--- config.mk ---
export PLATFORM = sky130hd
export DESIGN_NAME = hamming_enc_seq_flat
export DESIGN_NICKNAME = d
export VERILOG_FILES = /design/src/rtl/hamming_pkg.sv /design/src/rtl/hamming_enc_seq_if.sv /design/src/rtl/hamming_enc_core.sv /design/src/rtl/hamming_enc_seq.sv /design/src/flat_wrapper.sv
export SDC_FILE = /design/constraint.sdc
export NUM_CORES = 1
export LEC_CHECK = 0
export ABC_CLOCK_PERIOD_IN_PS = 3200
export CAP_MARGIN = 20
export CORE_ASPECT_RATIO = 2
export CORE_MARGIN = 10
export CORE_UTILIZATION = 54
export CTS_BUF_LIST = sky130_fd_sc_hd__clkbuf_16
export DETAILED_ROUTE_END_ITERATION = 7
export PLACE_DENSITY_LB_ADDON = 0.08
export SLEW_MARGIN = 20
export SYNTH_ARGS = -nofsm -noshare
export SYNTH_HDL_FRONTEND = slang
export SYNTH_SLANG_ARGS = --single-unit
--- constraint.sdc ---
create_clock -name clk -period 3.2 [get_ports clk]
set_input_delay 0.64 -clock clk [delete_from_list [all_inputs] [get_ports clk]]
set_output_delay 0.64 -clock clk [all_outputs]
set_load 0.05 [all_outputs]
--- src/rtl/hamming_pkg.sv ---
// hamming_pkg: shared FSM state encoding, widths and the SECDED encode function
// Exports: state_t, CW_W, MSG_W, hamming_enc(msg[10:0]) -> codeword[15:0]
package hamming_pkg;
    localparam int CW_W = 16;
    localparam int MSG_W = 11;
    typedef enum logic [2:0] {IDLE, RD_LO, RD_HI, WR_LO, WR_HI, DONE} state_t;
    function automatic logic [CW_W-1:0] hamming_enc(input logic [MSG_W-1:0] m);
        logic [11:1] d;
        logic p8, p4, p2, p1, p0;
        d = m;
        p8 = ^d[11:5];
        p4 = ^{d[11:8], d[4:2]};
        p2 = d[11] ^ d[10] ^ d[7] ^ d[6] ^ d[4] ^ d[3] ^ d[1];
        p1 = d[11] ^ d[9] ^ d[7] ^ d[5] ^ d[4] ^ d[2] ^ d[1];
        p0 = ^d ^ p8 ^ p4 ^ p2 ^ p1;
        return {d[11:5], p8, d[4:2], p4, d[1], p2, p1, p0};
    endfunction
endpackage

--- src/rtl/hamming_enc_seq_if.sv ---
// hamming_enc_seq_if: start/done handshake plus 8-bit data-memory port of the sequencer
// master: sequencer side (drives done, busy, mem_addr, mem_wr_en, mem_wdata)
// slave:  host/memory side (drives req, mem_rdata)
interface hamming_enc_seq_if #(parameter int AW = 8);
    logic          req;
    logic          done;
    logic          busy;
    logic [AW-1:0] mem_addr;
    logic          mem_wr_en;
    logic [7:0]    mem_wdata;
    logic [7:0]    mem_rdata;
    modport master (input req, mem_rdata, output done, busy, mem_addr, mem_wr_en, mem_wdata);
    modport slave (output req, mem_rdata, input done, busy, mem_addr, mem_wr_en, mem_wdata);
endinterface

--- src/rtl/hamming_enc_core.sv ---
// hamming_enc_core: combinational 11-bit message to 16-bit SECDED codeword encoder
// msg_i: message bits d[11:1]; cw_o: codeword {d[11:5],p8,d[4:2],p4,d1,p2,p1,p0}
module hamming_enc_core
    import hamming_pkg::*;
(
    input  logic [MSG_W-1:0] msg_i,
    output logic [CW_W-1:0]  cw_o
);
    assign cw_o = hamming_enc(msg_i);
endmodule

--- src/rtl/hamming_enc_seq.sv ---
// hamming_enc_seq: memory-mastering sequencer that SECDED-encodes NUM_MSG messages
// clk: rising-edge clock; reset: async active-low
// bus (master): req rising edge starts a job; done sticky; busy during job;
//               mem_addr/mem_wr_en/mem_wdata drive the data memory, mem_rdata is its combinational read
module hamming_enc_seq
    import hamming_pkg::*;
#(
    parameter int NUM_MSG  = 15,
    parameter int SRC_BASE = 0,
    parameter int DST_BASE = 30,
    parameter int AW       = 8
)
(
    input logic               clk,
    input logic               reset,
    hamming_enc_seq_if.master bus
);
    state_t          state_q, state_d;
    logic [6:0]      i_q, i_d;
    logic [7:0]      lo_q, lo_d;
    logic [2:0]      hi_q, hi_d;
    logic            req_q, done_q, done_d;
    logic [CW_W-1:0] cw;
    logic [AW-1:0]   src_a, dst_a;
    logic            start, last;

    hamming_enc_core u_core (.msg_i({hi_q, lo_q}), .cw_o(cw));

    // byte-pair addresses wrap modulo 2^AW
    assign src_a = AW'(SRC_BASE + 2 * int'(i_q));
    assign dst_a = AW'(DST_BASE + 2 * int'(i_q));
    assign start = bus.req && !req_q && (state_q == IDLE || state_q == DONE);
    assign last = i_q == 7'(NUM_MSG - 1);
    assign bus.done = done_q;

    always_ff @(posedge clk or negedge reset) begin
        if (!reset) begin
            state_q <= IDLE;
            i_q     <= '0;
            lo_q    <= '0;
            hi_q    <= '0;
            req_q   <= 1'b0;
            done_q  <= 1'b0;
        end else begin
            state_q <= state_d;
            i_q     <= i_d;
            lo_q    <= lo_d;
            hi_q    <= hi_d;
            req_q   <= bus.req;
            done_q  <= done_d;
        end
    end

    // done is registered off the DONE state, so it rises one edge after DONE is entered
    always_comb begin
        state_d       = state_q;
        i_d           = i_q;
        lo_d          = lo_q;
        hi_d          = hi_q;
        done_d        = start ? 1'b0 : (state_q == DONE) ? 1'b1 : done_q;
        bus.busy      = 1'b0;
        bus.mem_wr_en = 1'b0;
        bus.mem_addr  = '0;
        bus.mem_wdata = '0;
        case (state_q)
            IDLE, DONE: begin
                state_d = start ? RD_LO : state_q;
                i_d     = start ? '0 : i_q;
            end
            RD_LO: begin
                bus.busy     = 1'b1;
                bus.mem_addr = src_a;
                lo_d         = bus.mem_rdata;
                state_d      = RD_HI;
            end
            RD_HI: begin
                bus.busy     = 1'b1;
                bus.mem_addr = src_a + AW'(1);
                hi_d         = bus.mem_rdata[2:0];
                state_d      = WR_LO;
            end
            WR_LO: begin
                bus.busy      = 1'b1;
                bus.mem_addr  = dst_a;
                bus.mem_wr_en = 1'b1;
                bus.mem_wdata = cw[7:0];
                state_d       = WR_HI;
            end
            WR_HI: begin
                bus.busy      = 1'b1;
                bus.mem_addr  = dst_a + AW'(1);
                bus.mem_wr_en = 1'b1;
                bus.mem_wdata = cw[15:8];
                state_d       = last ? DONE : RD_LO;
                i_d           = last ? i_q : i_q + 7'd1;
            end
            default: state_d = IDLE;
        endcase
    end
endmodule

--- src/flat_wrapper.sv ---
// flat-port wrapper written by rule: the top's interface ports become plain ports
module hamming_enc_seq_flat import hamming_pkg::*;
#(
    parameter int NUM_MSG  = 15,
    parameter int SRC_BASE = 0,
    parameter int DST_BASE = 30,
    parameter int AW       = 8
)
  (clk, reset, bus_req, bus_mem_rdata, bus_done, bus_busy, bus_mem_addr, bus_mem_wr_en, bus_mem_wdata);
  hamming_enc_seq_if #(.AW(AW)) bus_i ();
  input logic clk;
  input logic reset;
  input wire logic [$bits(bus_i.req)-1:0] bus_req;
  input wire logic [$bits(bus_i.mem_rdata)-1:0] bus_mem_rdata;
  output wire logic [$bits(bus_i.done)-1:0] bus_done;
  output wire logic [$bits(bus_i.busy)-1:0] bus_busy;
  output wire logic [$bits(bus_i.mem_addr)-1:0] bus_mem_addr;
  output wire logic [$bits(bus_i.mem_wr_en)-1:0] bus_mem_wr_en;
  output wire logic [$bits(bus_i.mem_wdata)-1:0] bus_mem_wdata;
  assign bus_i.req = bus_req;
  assign bus_i.mem_rdata = bus_mem_rdata;
  assign bus_done = bus_i.done;
  assign bus_busy = bus_i.busy;
  assign bus_mem_addr = bus_i.mem_addr;
  assign bus_mem_wr_en = bus_i.mem_wr_en;
  assign bus_mem_wdata = bus_i.mem_wdata;
  hamming_enc_seq #(.NUM_MSG(NUM_MSG), .SRC_BASE(SRC_BASE), .DST_BASE(DST_BASE), .AW(AW)) u_core (.clk(clk), .reset(reset), .bus(bus_i));
endmodule
==> qor.csv <==
stage;metric;value;unit
sta;WHS;0.507;ns
synthesis;Async SR Flop Fraction;100;%
layout;area delta synth->final;28.6;%
global_routing;total track usage;15.0;%
drt;DRC viols;0;
layout;layout cells sized above 1;20.2;%
synthesis;Synth Flop Type;dfrtp_1;
power;worst ir drop on vdd;394;uV
clocking;Reg clk slew, reported paths;0.06;ns
synthesis;syn avg cell area;9.60;um2
worst_setup_path;CP Capture Type;primary output;
floorplan;num rows;27;
min_path;Hold/Removal Path Class;register to register;
placed_design;Port Buffer Count;29;
drt;DRT Pass-1 Iters;4;
worst_setup_path;CP most frequent cell;xnor2_1;
global_routing;largest net degree at the start of global routing;24;
floorplan;core outline area;2770;um2
run;Max Cap Violations;0;
synthesis;synth warn;0;
global_routing;first-pass GRT wire length;6.69;mm
drt;antenna viol nets, final;0;
sta;Worst slew margin;53.2;%
synthesis;post-synth top area share;36.8;%
global_routing;global route overflow;0;
synthesis;Gate Count Post-Synth;163;
layout;# diodes;0;
sta;min cycle time layout;3.01;ns
power;static leakage;0.829;nW
worst_setup_path;Top delay family on crit path;buffers and inverters;
sta;Setup Skew;0.00411;ns
worst_setup_path;CP arrival;2.37;ns
floorplan;io pins;30;
clocking;TritonCTS buffer count;3;
clocking;Post-CTS Setup Repair Bufs;0;
floorplan;chip height;96.1;um
placed_design;HPWL Detailed;3.19;mm
floorplan;Die X;58.1;um
worst_setup_path;crit path cell chain;xnor2_1 -> xnor2_1 -> xnor2_1 -> o21ai_0 -> clkdlybuf4s50_1;
floorplan;Die ar.;5580;um2
run_status;status;finished, final reports clean;
drt;Via density;6.12;
synthesis;Mapped Nets;177;
clocking;clk root buf;clkbuf_16;
drt;WL/cell;18.1;um
synthesis;most area-hungry cell type in the Yosys netlist;dfrtp_1;
worst_setup_path;critical path fanouts, max;4;
drt;DRT Wirelength;4.02;mm
synthesis;synthesized flop and latch total;23;
worst_setup_path;internal reg-to-reg setup slack;1.39;ns
clocking;CTS tree;built;
sta;setup tns final;0;ns
drt;vias;1358;
worst_setup_path;worst path bufs/invs;1;
sta;worst slew pin tran;0.700;ns
clocking;H-tree levels;1;
placed_design;gpl congestion;0.855;
worst_setup_path;CP peak stage delay;0.85;ns
synthesis;sequential area share after synthesis;36.8;%
clocking;maximum clock path buffer count;2;
worst_setup_path;Setup CP Type;register to primary output;
drt;starting DRC count in detailed routing;67;
worst_setup_path;critical path required time;2.56;ns
worst_setup_path;Worst path slowest cell;clkdlybuf4s50_1;
sta;RSZ-0062 raised after global routing;false;
layout;filler cell count;214;
worst_setup_path;startpoint type of the worst setup path;register;
sta;final setup violation count;0;
power;Pwr Density;329;nW/um2
synthesis;top cells by area, synth;dfrtp_1 37%, xnor2_1 11%, mux2_2 7.9%;
clocking;clk_lat worst skew;0.26;ns
sta;final period utilization;93.9;%
sta;highest clock rate;333;MHz
global_routing;antenna violations before repair;0;
global_routing;vias in the first global route;1465;
layout;Layout Nets;208;
sta;Hold Vio Cnt, Final;0;
clocking;Num Clock Sinks;23;
floorplan;initial core utilization;56.5;%
synthesis;mapped cell area;1560;um2
sta;Slew Limit Fails;0;
synthesis;Post-synth EDFFs;0;
synthesis;post-synth cell types;38;
-- power by group --
part,internal (W),total [W],leakage [nW],switching [W]
Combinational,0.0000506,0.0000880,0.524,0.0000374
Sequential,0.000299,0.000309,0.263,0.00000994
Clock,0.000167,0.000266,0.0423,0.0000990
-- cells by family (layout without fill, tap and decap cells) --
group / after synthesis / in the layout / synth area share, %
DFF: 23 / 23 / 36.8
buffers and inverters: 12 / 42 / 4.96
xor gates and xnor gates: 26 / 26 / 14.6
muxes: 11 / 11 / 7.92
and+or+nand+nor: 54 / 54 / 18.6
adders and majority gates: 3 / 3 / 2.40
AOI/OAI and AO/OA: 34 / 34 / 14.8
-- flip-flops by register name, indices dropped and copies added (netlist names) --
| register | count |
|---|---|
| u_core.i_q | 7 |
| u_core.state_q | 3 |
| u_core.lo_q | 8 |
| u_core.bus.done | 1 |
| u_core.req_q | 1 |
| u_core.hi_q | 3 |
-- timing repair --
item / 4_1_cts / 5_1_grt
hold buffers: 0 / 0
resized for setup: 0 / 1
endpoints found under the setup margin: 0 / 1
-- per-stage QoR --
step	area [um2]	total power (W)	cells	utilization (%)	setup slack [ns]
after floorplan	1570	0.000373	163	-	0.0246
after global placement	1930	0.000399	218	69.7	0.395
after detailed placement	1930	0.000402	218	69.7	0.356
after CTS	2010	0.000666	222	72.5	0.0819
after global routing	2010	0.000687	222	72.6	0.0840
final	2010	0.000662	222	72.6	0.194
-- final timing paths --
path | from | endpoint | cells after the start
max in group asynchronous | reset | u_core.state_q[2] | 2
min reg2reg | u_core.bus.done | u_core.bus.done | 2
min in group asynchronous | reset | u_core.i_q[1] | 2
min | u_core.bus.done | u_core.bus.done | 2
max reg2reg | u_core.i_q[1] | u_core.i_q[4] | 6
max | u_core.lo_q[4] | bus_mem_wdata[1] | 5
-- layer usage --
layer	up-vias	share of wire, %	wire, um	GRT usage (%)
met5	-	0	0	0
met4	0	2.6	103	8.07
met3	13	5.0	201	3.56
met2	43	59	2390	30.3
met1	675	33	1330	12.3
li1	627	-	-	-
-- tightest hold or removal path: cells and delay by family, from the launching register on --
family           cells  cell delay, ns
flip-flops           1            0.35
AO/OA/AOI/OAI        1            0.05
AND/OR/NAND/NOR      1            0.07
-- cell usage after synthesis, drive strengths merged (3+ instances only) --
cell type,number
a22o,5
buf,7
dfrtp,23
ha,3
inv,4
mux2,11
nand2,17
nand2b,3
nand3,3
nor2,12
nor2b,4
nor3b,4
o21ai,18
o41ai,3
xnor2,20
xor2,6
-- cells in the final DEF, fill, tap and decap left out, types with 3 or more instances in the layout --
| cell type | instances |
|---|---|
| a22o_1 | 4 |
| buf_12 | 7 |
| buf_4 | 10 |
| clkbuf_16 | 3 |
| clkdlybuf4s50_1 | 16 |
| dfrtp_1 | 23 |
| ha_1 | 3 |
| inv_1 | 5 |
| mux2_2 | 11 |
| nand2_1 | 17 |
| nand3_1 | 3 |
| nor2_1 | 12 |
| nor2b_1 | 4 |
| nor3b_2 | 3 |
| o21ai_0 | 17 |
| xnor2_1 | 20 |
| xor2_1 | 6 |
-- layout make-up --
class / count / area [um2] / share of cell area (%)
clock buffer: 3 / 75.1 / 3.73
clock inverter: 1 / 3.75 / 0.187
inverter: 4 / 15.0 / 0.746
multi-input combinational: 128 / 918 / 45.6
sequential: 23 / 576 / 28.6
tap: 29 / 36.3 / 1.80
timing repair buffer: 34 / 388 / 19.3
No activity file was read; power rests on OpenSTA's default activity.
